--- src/rtl/mips_pkg.sv ---
// Shared definitions for the instruction-memory program loader.
package mips_pkg;

  // Loader session states.
  typedef enum logic [2:0] {
    IDLE,
    SYNC,
    LEN_H,
    LEN_L,
    DATA,
    CSUM,
    DONE,
    ERR
  } loader_state_t;

  // Marker byte that opens every load frame.
  localparam logic [7:0] SYNC_BYTE = 8'hA5;

  // Default instruction-memory size in 32-bit words.
  localparam int IMEM_DEPTH_DEFAULT = 1024;

  // A frame length is usable when it is non-zero and fits in memory.
  function automatic logic len_ok(input logic [15:0] len, input int depth);
    return (len != 16'd0) && (32'(len) <= depth);
  endfunction

endpackage

--- src/rtl/prog_loader_if.sv ---
// Byte-stream input and instruction-memory write port of the loader.
interface prog_loader_if;
  logic        in_valid;
  logic [7:0]  in_data;
  logic        in_ready;
  logic        imem_we;
  logic [9:0]  imem_addr;
  logic [31:0] imem_wdata;

  // Loader side: consumes the byte stream, drives the memory write port.
  modport master (
    input  in_valid, in_data,
    output in_ready, imem_we, imem_addr, imem_wdata
  );

  // Environment side: supplies bytes, receives memory writes.
  modport slave (
    output in_valid, in_data,
    input  in_ready, imem_we, imem_addr, imem_wdata
  );
endinterface

--- src/rtl/prog_loader_byte_packer.sv ---
// Collects four bytes big-endian into a word and pulses word_valid for one
// cycle, the cycle after the fourth byte arrives.
module byte_packer (
  input  logic        clk,
  input  logic        rst,
  input  logic        clear,
  input  logic        byte_valid,
  input  logic [7:0]  byte_data,
  output logic        last_byte,
  output logic        word_valid,
  output logic [31:0] word_data
);

  logic [23:0] shift_reg;
  logic [1:0]  byte_cnt_reg;
  logic        word_valid_reg;
  logic [31:0] word_reg;

  // High when the byte arriving now completes the word.
  assign last_byte  = (byte_cnt_reg == 2'd3);
  assign word_valid = word_valid_reg;
  assign word_data  = word_reg;

  // Shift bytes in, count them, and register the completed word.
  always_ff @(posedge clk or posedge rst) begin
    if (rst) begin
      shift_reg      <= '0;
      byte_cnt_reg   <= '0;
      word_valid_reg <= 1'b0;
      word_reg       <= '0;
    end else begin
      word_valid_reg <= 1'b0;
      if (clear) begin
        shift_reg    <= '0;
        byte_cnt_reg <= '0;
      end else if (byte_valid) begin
        shift_reg    <= {shift_reg[15:0], byte_data};
        byte_cnt_reg <= byte_cnt_reg + 2'd1;
        if (last_byte) begin
          word_valid_reg <= 1'b1;
          word_reg       <= {shift_reg, byte_data};
        end
      end
    end
  end

endmodule

--- src/rtl/prog_loader.sv ---
// Program loader: parses a framed byte stream (sync, 16-bit word count,
// big-endian words, XOR checksum), writes the words into instruction memory
// and holds the core in reset until a load passes its checksum.
module prog_loader
  import mips_pkg::*;
#(
  parameter int IMEM_DEPTH = IMEM_DEPTH_DEFAULT
) (
  input  logic            clk,
  input  logic            rst,
  input  logic            start,
  prog_loader_if.master   bus,
  output logic            core_rst,
  output logic            busy,
  output logic            done,
  output logic            err
);

  loader_state_t state_reg, state_next;

  logic [7:0]  len_h_reg;
  logic [15:0] len_reg;
  logic [10:0] word_cnt_reg;
  logic [7:0]  csum_reg;

  logic        accept;
  logic        start_ok;
  logic [15:0] len_full;
  logic        last_word;
  logic        pk_last_byte;
  logic        pk_word_valid;
  logic [31:0] pk_word_data;

  assign accept   = bus.in_valid && bus.in_ready;
  assign start_ok = start && (state_reg == IDLE || state_reg == DONE || state_reg == ERR);
  assign len_full = {len_h_reg, bus.in_data};
  // The word being assembled is the final one of the frame.
  assign last_word = ({5'd0, word_cnt_reg} == (len_reg - 16'd1));

  byte_packer u_packer (
    .clk        (clk),
    .rst        (rst),
    .clear      (start_ok),
    .byte_valid (accept && (state_reg == DATA)),
    .byte_data  (bus.in_data),
    .last_byte  (pk_last_byte),
    .word_valid (pk_word_valid),
    .word_data  (pk_word_data)
  );

  // The write strobe and data come straight from the packer's registers;
  // the address is the count of words already written.
  assign bus.imem_we    = pk_word_valid;
  assign bus.imem_wdata = pk_word_data;
  assign bus.imem_addr  = word_cnt_reg[9:0];

  // State register.
  always_ff @(posedge clk or posedge rst) begin
    if (rst) begin
      state_reg <= IDLE;
    end else begin
      state_reg <= state_next;
    end
  end

  // Next-state decode from the accepted byte and session counters.
  always_comb begin
    state_next = state_reg;
    case (state_reg)
      IDLE, DONE, ERR: if (start) state_next = SYNC;
      SYNC:  if (accept && bus.in_data == SYNC_BYTE) state_next = LEN_H;
      LEN_H: if (accept) state_next = LEN_L;
      LEN_L: if (accept) state_next = len_ok(len_full, IMEM_DEPTH) ? DATA : ERR;
      DATA:  if (accept && pk_last_byte && last_word) state_next = CSUM;
      CSUM:  if (accept) state_next = (bus.in_data == csum_reg) ? DONE : ERR;
      default: state_next = IDLE;
    endcase
  end

  // Status and handshake outputs decoded from the current state.
  always_comb begin
    bus.in_ready = 1'b0;
    busy         = 1'b0;
    done         = 1'b0;
    err          = 1'b0;
    core_rst     = 1'b1;
    case (state_reg)
      SYNC, LEN_H, LEN_L, DATA, CSUM: begin
        bus.in_ready = 1'b1;
        busy         = 1'b1;
      end
      DONE: begin
        done     = 1'b1;
        core_rst = 1'b0;
      end
      ERR:     err = 1'b1;
      default: ;
    endcase
  end

  // Length capture, running checksum and written-word counter.
  always_ff @(posedge clk or posedge rst) begin
    if (rst) begin
      len_h_reg    <= '0;
      len_reg      <= '0;
      word_cnt_reg <= '0;
      csum_reg     <= '0;
    end else if (start_ok) begin
      len_h_reg    <= '0;
      len_reg      <= '0;
      word_cnt_reg <= '0;
      csum_reg     <= '0;
    end else begin
      if (accept && state_reg == LEN_H) len_h_reg <= bus.in_data;
      if (accept && state_reg == LEN_L) len_reg <= len_full;
      if (accept && state_reg == DATA)  csum_reg <= csum_reg ^ bus.in_data;
      // Saturate at the memory size so the address can never wrap.
      if (pk_word_valid && (32'(word_cnt_reg) < IMEM_DEPTH)) begin
        word_cnt_reg <= word_cnt_reg + 11'd1;
      end
    end
  end

endmodule
--- src/flat_wrapper.sv ---
// flat-port wrapper written by rule: the top's interface ports become plain ports
module prog_loader_flat import mips_pkg::*;
#(
  parameter int IMEM_DEPTH = IMEM_DEPTH_DEFAULT
)
  (clk, rst, start, core_rst, busy, done, err, bus_in_valid, bus_in_data, bus_in_ready, bus_imem_we, bus_imem_addr, bus_imem_wdata);
  prog_loader_if bus_i ();
  input  logic clk;
  input  logic rst;
  input  logic start;
  output logic core_rst;
  output logic busy;
  output logic done;
  output logic err;
  input wire logic [$bits(bus_i.in_valid)-1:0] bus_in_valid;
  input wire logic [$bits(bus_i.in_data)-1:0] bus_in_data;
  output wire logic [$bits(bus_i.in_ready)-1:0] bus_in_ready;
  output wire logic [$bits(bus_i.imem_we)-1:0] bus_imem_we;
  output wire logic [$bits(bus_i.imem_addr)-1:0] bus_imem_addr;
  output wire logic [$bits(bus_i.imem_wdata)-1:0] bus_imem_wdata;
  assign bus_i.in_valid = bus_in_valid;
  assign bus_i.in_data = bus_in_data;
  assign bus_in_ready = bus_i.in_ready;
  assign bus_imem_we = bus_i.imem_we;
  assign bus_imem_addr = bus_i.imem_addr;
  assign bus_imem_wdata = bus_i.imem_wdata;
  prog_loader #(.IMEM_DEPTH(IMEM_DEPTH)) u_core (.clk(clk), .rst(rst), .start(start), .bus(bus_i), .core_rst(core_rst), .busy(busy), .done(done), .err(err));
endmodule
--- config.mk ---
export PLATFORM = sky130hd
export DESIGN_NAME = prog_loader_flat
export DESIGN_NICKNAME = d
export VERILOG_FILES = /design/src/rtl/mips_pkg.sv /design/src/rtl/prog_loader_if.sv /design/src/rtl/prog_loader_byte_packer.sv /design/src/rtl/prog_loader.sv /design/src/flat_wrapper.sv
export SDC_FILE = /design/constraint.sdc
export NUM_CORES = 1
export LEC_CHECK = 0
export CAP_MARGIN = 20
export CORE_UTILIZATION = 50
export CTS_BUF_LIST = sky130_fd_sc_hd__clkbuf_8 sky130_fd_sc_hd__clkbuf_16
export CTS_CLUSTER_DIAMETER = 30
export DETAILED_ROUTE_END_ITERATION = 10
export GPL_ROUTABILITY_DRIVEN = 1
export GPL_TIMING_DRIVEN = 0
export PLACE_DENSITY_LB_ADDON = 0.08
export REMOVE_ABC_BUFFERS = 1
export SLEW_MARGIN = 0
export SYNTH_ARGS = -nofsm -noshare
export SYNTH_HDL_FRONTEND = slang
export SYNTH_SLANG_ARGS = --single-unit
--- constraint.sdc ---
create_clock -name clk -period 3 [get_ports clk]
set_input_delay 0.45 -clock clk [delete_from_list [all_inputs] [get_ports clk]]
set_output_delay 0.45 -clock clk [all_outputs]
set_load 0.005 [all_outputs]
==> reports/results.tsv, run 1 <==
stage	metric	value	unit
final_layout	Post-Layout Cell Count	684	
timing	Final setup viols	0	
final_layout	share of layout cells above drive strength 1	0.113	
status	status	finished clean	
clock_tree	clock sink count	105	
critical_path	Setup crit end kind	flop	
yosys	Post-synth EDFFs	0	
floorplanning	Initial Util	0.513	
critical_path	R2R Path End	u_core.u_packer.word_data[19]	
power_and_ir_drop	Sw Pwr	1.64	mW
power_and_ir_drop	PwrDens	766	nW/µm²
clock_tree	TritonCTS clock tree	yes	
final_layout	area delta synth->final	17.5	%
route	drt initial violations	143	
floorplanning	Ports	60	
yosys	Yosys top cell by area	dfrtp_1	
timing	minimum clock period	2.64	ns
route	Antenna Violating Nets Remaining	0	
clock_tree	clock latency on the worst-skew pair	0.36	ns
floorplanning	Chip Height	102	µm
global_routing	largest net degree at the start of global routing	59	
yosys	syn avg cell area	9.64	µm²
timing	Max-slew headroom	0.328	
critical_path	crit-path cells	clkdlybuf4s50_1 > and3_2 > nand2_1 > buf_16 > mux2_2	
route	First-pass DRT Iterations	4	
final_layout	n_diodes	0	
critical_path	Critical Path End	u_core.u_packer.word_data[19]	
global_routing	Most Crowded Layer GR	met2	
yosys	post-synth top area share	0.529	
global_routing	GR Util met3	0.0497	
route	final WL	10.5	mm
clock_tree	Clock Path Buffers	2	
timing	final clock skew	0.0131	ns
yosys	top_reg_cell synth	dfrtp_1	
yosys	Gate Count Post-Synth	515	
critical_path	CP Depth	5	
timing	worst slew pin tran	1.00	ns
global_routing	total grt overflow	0	
hold_path	worst min-delay path category	in2async	
global_routing	initial antenna violation count	0	
final_layout	Largest register FFs	32	
yosys	Synth area leaders	dfrtp_1 53%, nand2_1 9.1%, mux2_2 7.5%	
floorplanning	Die Wd	102	µm
floorplanning	core area	9680	µm²
power_and_ir_drop	Static Leakage	2.63	nW
job	maxcap violations	0	
floorplanning	row count	36	
final_layout	final net count	562	
yosys	Post-Syn Area	4970	µm²
yosys	synth warn	0	
yosys	Yosys cell types	43	
critical_path	CP Class	in2reg	
clock_tree	CTS root buffer	clkbuf_8	
yosys	sequential fraction of the synthesis area	0.529	
timing	final hold violation count	0	
critical_path	flop-to-flop setup slack	0.45	ns
critical_path	CP bufs+invs	2	
critical_path	reg-to-reg critical path startpoint	u_core.state_reg[1]	
critical_path	Critical Path AT	2.89	ns
critical_path	CP Launch Type	input pin	
critical_path	critical path's largest stage delay	0.66	ns
power_and_ir_drop	switching share of total power	0.368	
critical_path	CP max stage cell	clkdlybuf4s50_1	
timing	period utilization	0.879	
global_routing	number of global-route vias before repair	3677	
final_layout	final instance area	5840	µm²
timing	FMAX	0.379	GHz
clock_tree	clock transition at the registers of the reported paths	0.10	ns
critical_path	largest fanout on the critical path	27	
route	via count	3710	
power_and_ir_drop	clock network fraction of design power	0.211	
clock_tree	H-tree depth	3	
power_and_ir_drop	P_int	2.83	mW
yosys	flops & latches, synth	105	
clock_tree	total CTS buffers	9	
global_routing	GR Layer Usage met2	0.350	
route	residual DRC count	0	
timing	Slew Limit Fails	0	
global_routing	first-pass GRT wire length	17.9	mm
power_and_ir_drop	combinational share of power	0.338	
global_routing	met1 Use GR	0.317	
place	Cells after DPL	668	
route	WL per Instance	15.4	µm
clock_tree	Post-CTS Setup Inserts	0	
timing	RSZ-0062 raised after global routing	false	
power_and_ir_drop	Seq pwr share	0.451	
critical_path	Top delay family on crit path	simple AND/OR/NAND/NOR gates	
critical_path	Setup crit start	bus_in_valid	
route	Via density	5.42	
place	DP Wirelength	7.11	mm
critical_path	R2R depth	5	
yosys	Async SR Flop Fraction	1.00	
power_and_ir_drop	Peak VDD IR	0.412	mV
place	Area after DPL	5610	µm²
critical_path	CP required	3.25	ns
place	port bufs	59	
global_routing	total global-route track usage	0.226	
place	GPL Wtd Cong	0.808	
floorplanning	DIE AREA	10300	µm²
[cells in the mapped netlist, types with 6 or more instances]
cell type,instances
xor2_1,11
a31oi_1,6
o21ai_0,38
nor4_1,7
nand2_1,120
nand3_1,11
clkbuf_1,24
xnor2_1,22
dfrtp_1,105
buf_4,11
a21oi_1,26
mux2_2,33
inv_1,9
nor2_1,34
[cell type report]
cell class | count | area, µm²
Multi-Input combinational cell | 359 | 2110
Sequential cell | 105 | 2630
Timing Repair Buffer | 63 | 681
Fill cell | 863 | 3850
Inverter | 9 | 36.3
Tap cell | 133 | 166
Clock inverter | 6 | 90.1
Clock buffer | 9 | 124
[cell usage in the layout (no fill, tap or decap), drive strengths merged, types with 2 or more instances in the layout]
cell type	count
nor4	9
and4	5
nor3	4
nor2b	3
clkdlybuf4s50	59
nand2	120
nor2	34
dfrtp	105
ha	3
xnor2	22
a31oi	6
o31ai	3
a221oi	2
and3	5
bufinv	2
nor4b	2
mux2	33
buf	4
or4	3
nand4	4
and2	2
nand3	11
inv	11
clkbuf	9
o21ai	38
a21oi	26
xor2	11
[worst min-delay path by stage]
stage	startpoint	to	slack [ns]	cells past startpoint
floorplan	u_core.u_packer.shift_reg[0]	u_core.u_packer.shift_reg[0]	0.46	2
global placement	u_core.u_packer.shift_reg[10]	u_core.u_packer.shift_reg[18]	0.49	2
detailed placement	u_core.u_packer.shift_reg[1]	u_core.u_packer.shift_reg[1]	0.49	2
CTS	u_core.csum_reg[4]	u_core.csum_reg[4]	0.51	1
global route	u_core.u_packer.word_data[26]	u_core.u_packer.word_data[26]	0.53	1
finish	rst	u_core.u_packer.word_data[27]	0.51	2
[per-stage QoR]
| step | util | total power, mW | worst slack (ns) | TNS (ns) | hold WS, ns |
|---|---|---|---|---|---|
| 5_1_grt | 0.603 | 4.80 | 0.232 | 0 | 0.528 |
| 2_1_floorplan | - | 3.06 | -0.685 | -33.83 | 0.464 |
| 6_report | 0.603 | 4.47 | 0.363 | 0 | 0.508 |
| 4_1_cts | 0.601 | 4.52 | 0.384 | 0 | 0.514 |
| 3_5_place_dp | 0.579 | 3.55 | -0.524 | -14.54 | 0.489 |
| 3_3_place_gp | 0.570 | 3.48 | -2.54 | -324.55 | 0.486 |
[power by group through the flow]
stage	clock network, mW	logic [mW]	registers (mW)
finish	0.945	1.51	2.02
global route	1.03	1.71	2.06
CTS	0.985	1.52	2.01
detailed placement	0	1.51	2.04
global placement	0	1.45	2.03
floorplan	0	1.11	1.94
[cells by family after synthesis]
logic type,count (synthesis),share of synthesized area
simple gates,206,0.187
flops,105,0.529
compound gates,83,0.0932
buf+inv,51,0.0476
mux,34,0.0768
xor+xnor,33,0.0582
fa+ha+maj,3,0.00756
[per-layer routing]
metal	wire length (µm)	vias up
li1	-	1793
met1	5110	1817
met2	4820	94
met3	501	6
met4	78	0
met5	0	-
[what timing repair did]
| item | in CTS | in global routing |
|---|---|---|
| setup endpoints to repair | 20 | 0 |
| hold buffers | 0 | 0 |
| resized for setup | 1 | 0 |
No activity file was read; power rests on OpenSTA's default activity.
==> inputs of run 2 (changes only) <==
Settings changed: CORE_MARGIN set to 3, CORE_UTILIZATION 50 to 60.
Clock period 3 ns to 3.2 ns, I/O delays scaled along.
==> reports/results.tsv, run 2 (synthesis gave the netlist of run 1 again) <==
stage	metric	value	unit
status	status	finished clean	
place	DP Wirelength	7.23	mm
critical_path	flop-to-flop setup slack	0.59	ns
critical_path	Top delay family on crit path	simple AND/OR/NAND/NOR gates	
critical_path	largest fanout on the critical path	27	
final_layout	final instance area	5790	µm²
timing	Max-slew headroom	0.279	
clock_tree	CTS Hold Buffers Added	0	
final_layout	share of layout cells above drive strength 1	0.114	
floorplanning	Ports	60	
route	final WL	10.6	mm
critical_path	crit-path cells	clkdlybuf4s50_1 > and3_2 > nand2_1 > buf_16 > mux2_2	
place	Cells after DPL	637	
route	WL per Instance	16.2	µm
route	drt initial violations	240	
clock_tree	clock latency on the worst-skew pair	0.38	ns
place	GPL Wtd Cong	0.857	
place	Area after DPL	5570	µm²
critical_path	CP max stage cell	clkdlybuf4s50_1	
timing	final clock skew	0.0201	ns
clock_tree	clock sink count	105	
timing	worst slew pin tran	1.08	ns
timing	Hold Slack	0.509	ns
clock_tree	total CTS buffers	9	
power_and_ir_drop	Tot Pwr	4.16	mW
route	residual DRC count	0	
global_routing	largest net degree at the start of global routing	65	
critical_path	CP Class	in2reg	
final_layout	commonest non-fill, non-tap cell in the layout	nand2_1	
critical_path	Critical Path AT	2.89	ns
hold_path	worst min-delay path category	in2async	
final_layout	FF+latch area	2630	µm²
floorplanning	core area	7890	µm²
clock_tree	Post-CTS Setup Inserts	0	
critical_path	CP required	3.46	ns
power_and_ir_drop	PwrDens	719	nW/µm²
global_routing	number of global-route vias before repair	3580	
timing	Fin Setup TNS	0	ns
clock_tree	TritonCTS clock tree	yes	
final_layout	Final Util	0.734	
final_layout	Post-Layout Cell Count	654	
timing	final setup margin	0.574	ns
global_routing	total global-route track usage	0.234	
timing	RSZ-0062 raised after global routing	false	
timing	Slew Limit Fails	0	
final_layout	area delta synth->final	16.6	%
global_routing	total grt overflow	0	
critical_path	CP Launch Type	input pin	
floorplanning	row count	32	
place	worst slack at placement	-0.254	ns
timing	period utilization	0.821	
job	maxcap violations	0	
route	First-pass DRT Iterations	5	
timing	final hold violation count	0	
route	Antenna Violating Nets Remaining	0	
critical_path	Setup crit end kind	flop	
timing	FMAX	0.381	GHz
floorplanning	Die Wd	97.0	µm
critical_path	CP bufs+invs	2	
route	via count	3806	
clock_tree	H-tree depth	3	
clock_tree	clock transition at the registers of the reported paths	0.12	ns
global_routing	first-pass GRT wire length	17.9	mm
power_and_ir_drop	Static Leakage	2.63	nW
place	port bufs	59	
timing	minimum clock period	2.63	ns
final_layout	Largest register FFs	32	
clock_tree	Clock Path Buffers	2	
final_layout	most frequent cells in the layout	120 x nand2_1, 105 x dfrtp_1, 59 x clkdlybuf4s50_1	
global_routing	initial antenna violation count	0	
final_layout	Layout fillers	619	
final_layout	final net count	562	
floorplanning	Chip Height	97.0	µm
timing	Final setup viols	0	
critical_path	critical path's largest stage delay	0.61	ns
power_and_ir_drop	Peak VDD IR	0.305	mV
route	Via density	5.82	
floorplanning	Initial Util	0.630	
final_layout	area taken by multi-input logic gates	2110	µm²
clock_tree	CTS root buffer	clkbuf_8	
floorplanning	DIE AREA	9400	µm²
final_layout	n_diodes	0	
run 2: cell types whose count changed in the layout (fill, tap and decap cells not counted):
cell / delta
buf_4: +1
buf_8: -1
bufinv_16: -2
clkinv_2: -1
clkinv_4: +1
clkinv_8: +3
clkinvlp_4: -1
inv_12: +1
run 2: cell type report:
class / count / area share
timing repair buffer: 63 / 0.116
clock inverter: 7 / 0.0158
multi-input combinational: 359 / 0.365
sequential: 105 / 0.454
tap: 102 / 0.0220
inverter: 9 / 0.00627
clock buffer: 9 / 0.0214
run 2: report_power, final:
group          internal, mW  switching [mW]  leakage, nW  total (mW)
logic                 0.633           0.796         1.08        1.43
clock network         0.320           0.524        0.106       0.844
registers              1.58           0.306         1.44        1.89
total                  2.53            1.63         2.63        4.16
run 2: metal layers:
layer / up-vias / share of wire / GRT usage
met3: 8 / 0.049 / 0.0454
met1: 1903 / 0.48 / 0.342
met5: - / 0 / 0
met4: 0 / 0.010 / 0.0583
met2: 101 / 0.46 / 0.363
li1: 1794 / - / -
run 2: path summary, 6_finish.rpt:
check                      cells past startpoint                       endpoint                 from
min                                            2  u_core.u_packer.word_data[18]                  rst
min reg2reg                                    1             u_core.csum_reg[6]   u_core.csum_reg[6]
max                                            5   u_core.u_packer.word_data[6]         bus_in_valid
max in group asynchronous                      3              u_core.len_reg[2]                  rst
max reg2reg                                    5   u_core.u_packer.word_data[6]  u_core.state_reg[1]
min in group clk                               1             u_core.csum_reg[6]   u_core.csum_reg[6]
run 2: repair_timing:
action / 4_1_cts / 5_1_grt
hold endpoints to repair: 0 / 0
endpoints found under the setup margin: 0 / 20
resized for setup: 0 / 1
==> edit 1 (settings of run 1) <==
Re-encode `loader_state_t` (8 states) as one-hot, 8 bits wide.
--- a/src/rtl/mips_pkg.sv
+++ b/src/rtl/mips_pkg.sv
@@ -2,15 +2,15 @@
 package mips_pkg;
 
   // Loader session states.
-  typedef enum logic [2:0] {
-    IDLE,
-    SYNC,
-    LEN_H,
-    LEN_L,
-    DATA,
-    CSUM,
-    DONE,
-    ERR
+  typedef enum logic [7:0] {
+    IDLE  = 8'b00000001,
+    SYNC  = 8'b00000010,
+    LEN_H = 8'b00000100,
+    LEN_L = 8'b00001000,
+    DATA  = 8'b00010000,
+    CSUM  = 8'b00100000,
+    DONE  = 8'b01000000,
+    ERR   = 8'b10000000
   } loader_state_t;
 
   // Marker byte that opens every load frame.
Check against the original RTL: same outputs for any inputs over 10 cycles, from zero or initial values and one cycle with rst high; not proved beyond that.
==> edit 1 against run 1 <==
Setup slack lost 240 ps. Critical path depth is the same. Critical endpoint is now bus_in_ready. Synthesized area grew 4.9%. Design area grew 6.5%. Sequential cell count grew 5. Count of clock-buffer cells in the layout grew 1. Wire length grew 4.0%. Global-route usage shrank 1.2 points. Non-clock buffer count grew 2.
Power is not compared: it rests on default switching activity, and its combinational part moved more than twofold at a synthesized area within 25%.
==> edit 1: results (changes against run 1) <==
set qor(status) {complete, no violations}
set qor(buffer_area_share_pct) 11.60 ;# -0.063 points
set qor(clk-insertion-delay-late_ps) 380 ;# +20 ps
set qor(grt_start_max_net_pins) 69 ;# +17%
set qor(synth_area_leaders) {sky130_fd_sc_hd__dfrtp_1, sky130_fd_sc_hd__mux2_2, sky130_fd_sc_hd__nand2_1}
set qor(post-route-period-util_pct) 95.77 ;# +7.9 points
set qor(fraction_of_standard_cell_area_in_multi_input_logic_pct) 36.90 ;# +0.73 points
set qor(fin_skew_ps) 9.199 ;# -3.903 ps
set qor(synthMuxAreaShare_pct) 12.01 ;# +4.3 points
set qor(worstSetupStartpoint) {u_core.state_reg[7]}
set qor(timing.rr.end) {u_core.state_reg[7]}
set qor(slew_limit_headroom_pct) 32.69 ;# -0.14 points
set qor(critical_path.max_stage_delay_ps) 580 ;# -80 ps
set qor(design.final.nets) 563 ;# +0.18%
set qor(grt_pass1_wl_um) 18620 ;# +3.9%
set qor(netlist_top_cells_count) {sky130_fd_sc_hd__dfrtp_1, sky130_fd_sc_hd__nand2_1, sky130_fd_sc_hd__nor2_1}
set qor(post_synth_fa_ha_maj_area_fraction_pct) 0.7208 ;# -0.035 points
set qor(timing.critical_path.fanout_max) 7 ;# -74%
set qor(wl_met1_um) 5061 ;# -1.0%
set qor(post_route_cells_drive_above_1_share_pct) 12.48 ;# +1.2 points
set qor(synth.yosys.seq_area_share_pct) 52.88 ;# about the same
set qor(hpwlAfterDp_um) 7546 ;# +6.1%
set qor(nonClockBufferCount) 65 ;# +3.2%
set qor(gp_routability_congestion) 0.8366 ;# +3.5%
set qor(design_area_sq_um) 6212 ;# +6.5%
set qor(place_inst) 669 ;# +0.15%
set qor(filler_cell_count) 834 ;# -3.4%
set qor(regToRegSetupSlack_ps) 300 ;# -150 ps
set qor(seq_area_sq_um) 2755 ;# +4.9%
set qor(area_fraction_in_compound_gates_after_synthesis_pct) 8.433 ;# -0.89 points
set qor(cts_resized) 5 ;# +4
set qor(cts.sink_count) 110 ;# +4.8%
set qor(dpl_worst_slack_ps) -132.8 ;# +391.2 ps
set qor(timing.hold.worst.class) {flip-flop to flip-flop}
set qor(met2_length_um) 5448 ;# +13%
set qor(dpl-instance-area_sq_um) 5922 ;# +5.6%
set qor(final.hold.worst_slack_ps) 499.8 ;# -8.582 ps
set qor(instances_no_fill) 686 ;# +0.29%
set qor(synthesis.instances) 506 ;# -1.7%
set qor(first_global_vias) 3753 ;# +2.1%
edit 1: cell types whose count changed after synthesis, sizes merged, moves of 4 or more:
cell,change
o21ai,+5
clkbuf,-6
mux2i,+24
nor4,-5
nor2,+30
and4,-5
a31oi,-5
nand4,+4
nor3,+6
dfrtp,+4
nand2,-53
xnor2,-4
a21oi,-21
edit 1: metal layers:
metal / vias up / GRT usage (%)
li1: 1811 / -
met1: 1913 / 28.48
met2: 58 / 35.62
met3: 9 / 4.449
met4: 0 / 6.122
met5: - / 0
edit 1: power by group through the flow:
| stage | clock network (W) | registers (W) | logic (W) |
|---|---|---|---|
| finish | 0.00105 | 0.00160 | 0.000632 |
| global route | 0.00112 | 0.00161 | 0.000702 |
| CTS | 0.00108 | 0.00160 | 0.000612 |
| detailed placement | 0 | 0.00162 | 0.000595 |
| global placement | 0 | 0.00162 | 0.000548 |
| floorplan | 0 | 0.00161 | 0.000393 |
==> edit 2 (settings of run 1) <==
Without the edit above. Reset style: synchronous (`rst`), changed in 3 clocked blocks.
--- a/src/rtl/prog_loader_byte_packer.sv
+++ b/src/rtl/prog_loader_byte_packer.sv
@@ -22,7 +22,7 @@
   assign word_data  = word_reg;
 
   // Shift bytes in, count them, and register the completed word.
-  always_ff @(posedge clk or posedge rst) begin
+  always_ff @(posedge clk) begin
     if (rst) begin
       shift_reg      <= '0;
       byte_cnt_reg   <= '0;
--- a/src/rtl/prog_loader.sv
+++ b/src/rtl/prog_loader.sv
@@ -55,7 +55,7 @@
   assign bus.imem_addr  = word_cnt_reg[9:0];
 
   // State register.
-  always_ff @(posedge clk or posedge rst) begin
+  always_ff @(posedge clk) begin
     if (rst) begin
       state_reg <= IDLE;
     end else begin
@@ -99,7 +99,7 @@
   end
 
   // Length capture, running checksum and written-word counter.
-  always_ff @(posedge clk or posedge rst) begin
+  always_ff @(posedge clk) begin
     if (rst) begin
       len_h_reg    <= '0;
       len_reg      <= '0;
Formal check against the unedited RTL: differs if rst is asserted again (counterexample within 4 cycles, from zero or initial values and one cycle with rst high); with rst held inactive, the same outputs for 10 cycles.
==> edit 2 against run 1 <==
Cell count is 5.7% higher. Count of clock-buffer cells in the layout unchanged. Synthesized cell count is 13% higher. Wire length is 7.8% lower. Sequential cell count did not move. Design area down 8.4%. Setup slack worse by 220 ps. Synthesized area decreased by 8.0%. Maximum frequency fell by 7.6%. Critical endpoint is now u_core.state_reg[1]. Largest cell class is now multi-input gates.
Power is not compared: it rests on default switching activity, and its combinational part moved more than twofold at a synthesized area within 25%.
==> edit 2: results (changes against run 1) <==
set qor(groute.usage.overall_pct) 21.44 ;# -1.2 points
set qor(slew_limit_headroom_pct) 33.11 ;# +0.28 points
set qor(regToRegSetupSlack_ps) 150 ;# -300 ps
set qor(globalRouteMet3Util_pct) 4.604 ;# -0.36 points
set qor(timing.hold.worst.class) {flip-flop to flip-flop}
set qor(critical_path.max_stage_delay_ps) 510 ;# -150 ps
set qor(routed-via-count) 3842 ;# +3.6%
set qor(path_delay_family) {simple AND/OR/NAND/NOR gates}
set qor(post_route_cells_drive_above_1_share_pct) 5.041 ;# -6.2 points
set qor(first_global_vias) 3658 ;# -0.52%
set qor(use_met2_pct) 33.30 ;# -1.7 points
set qor(routed_wirelength_um) 9692 ;# -7.8%
set qor(synth_area_leaders) {sky130_fd_sc_hd__dfxtp_1, sky130_fd_sc_hd__nand2_1, sky130_fd_sc_hd__a21oi_1}
set qor(grt_start_max_net_pins) 43 ;# -27%
set qor(logic_depth_of_the_worst_register_to_register_path) 9 ;# +4
set qor(hpwlAfterDp_um) 6654 ;# -6.5%
set qor(largest_register_ff_count) 32 ;# unchanged
set qor(met1_routing_resource_usage_after_global_routing_pct) 28.47 ;# -3.2 points
set qor(synthesis.instances) 584 ;# +13%
set qor(grt_pass1_wl_um) 16690 ;# -6.9%
set qor(synth_async_sr_flop_share_pct) 0 ;# -100 points
set qor(power.leakage_nw) 1.788
set qor(status) {complete, no violations}
set qor(netlist_top_cells_count) {sky130_fd_sc_hd__nand2_1, sky130_fd_sc_hd__dfxtp_1, sky130_fd_sc_hd__a21oi_1}
set qor(timing.critical_path.fanout_max) 6 ;# -78%
set qor(synth_ff_type) {sky130_fd_sc_hd__dfxtp_1}
set qor(worst_ep_required_time_ps) 3270 ;# +20 ps
set qor(clk-insertion-delay-late_ps) 380 ;# +20 ps
set qor(fin_skew_ps) 15.54 ;# +2.437 ps
set qor(crit_path_end) {u_core.state_reg[1]}
set qor(dpl-instance-area_sq_um) 5122 ;# -8.6%
set qor(timing.critical_path.slowest_stage_cell) {sky130_fd_sc_hd__or4b_4}
set qor(drt_iter0_markers) 100 ;# -30%
set qor(gp_routability_congestion) 0.8411 ;# +4.1%
set qor(synth.yosys.seq_area_share_pct) 46.01 ;# -6.9 points
set qor(place_inst) 706 ;# +5.7%
set qor(worstSetupStartpoint) {u_core.len_reg[0]}
set qor(routed_wire_length_per_instance_um) 13.41 ;# -13%
set qor(ys_types) 46 ;# +7.0%
set qor(design.final.nets) 625 ;# +11%
[edit 2: cell types whose count changed in the layout (fill, tap and decap cells not counted), sizes merged, moves of 4 or more]
| cell | delta |
|---|---|
| dfrtp | -105 |
| dfxtp | +105 |
| a21oi | +63 |
| nand2 | +54 |
| o21ai | -32 |
| mux2 | -31 |
| xor2 | +17 |
| xnor2 | -12 |
| a31oi | -5 |
| and4 | -5 |
| nand3 | -5 |
| a211oi | +4 |
[edit 2: worst min path at each step]
stage / slack [ps] / to / depth (start not counted)
global placement: 440 / u_core.u_packer.word_data[3] / 2
finish: 440 / u_core.u_packer.word_data[24] / 2
detailed placement: 440 / u_core.u_packer.word_data[24] / 2
floorplan: 430 / u_core.u_packer.word_data[24] / 2
CTS: 450 / u_core.u_packer.word_data[24] / 2
global route: 470 / u_core.u_packer.word_data[27] / 2
[edit 2: area by class of cell]
class / count / area [sq um]
clock buffers: 9 / 123.9
clock inverters: 7 / 70.07
fillers: 825 / 3421
inverters: 8 / 30.03
multi-input cells: 424 / 2241
flip-flops and latches: 105 / 2102
well taps: 108 / 135.1
repair buffers: 62 / 640.6
[edit 2: cells by family after synthesis]
| logic type | after synthesis | share of synthesized area [%] |
|---|---|---|
| mux | 5 | 1.150 |
| compound gates | 113 | 13.69 |
| flops | 105 | 46.01 |
| simple gates | 264 | 25.09 |
| fa+ha+maj | 3 | 0.8218 |
| xor+xnor | 39 | 7.806 |
| buf+inv | 55 | 5.423 |
[edit 2: metal layers]
layer / vias up / wire length [um] / share of wire [%]
met3: 16 / 481 / 5.0
met1: 1766 / 4773 / 49
met5: - / 0 / 0
met2: 74 / 4232 / 44
met4: 0 / 204 / 2.1
li1: 1986 / - / -
[edit 2: tightest hold or removal path: stages, from the launching register on]
cell	delay (ps)
sky130_fd_sc_hd__dfxtp_1	320
sky130_fd_sc_hd__nand2_1	50
sky130_fd_sc_hd__a21oi_1	50
[edit 2: per-stage QoR]
step / TNS [ps] / hold WS [ps] / setup WS (ps)
CTS: 0 / 447.8 / 1.883
global route: 0 / 471.7 / 24.40
floorplan: -28400 / 426.0 / -457.5
finish: 0 / 442.9 / 145.5
detailed placement: -14210 / 444.7 / -461.0
global placement: -151310 / 441.9 / -2041
[edit 2: power breakdown]
group	switching, W	internal, W	leakage (nW)	total (W)
clock	0.000535	0.000325	0.100	0.000860
sequential	0.0000362	0.00141	0.846	0.00145
combinational	0.000221	0.000143	0.842	0.000364
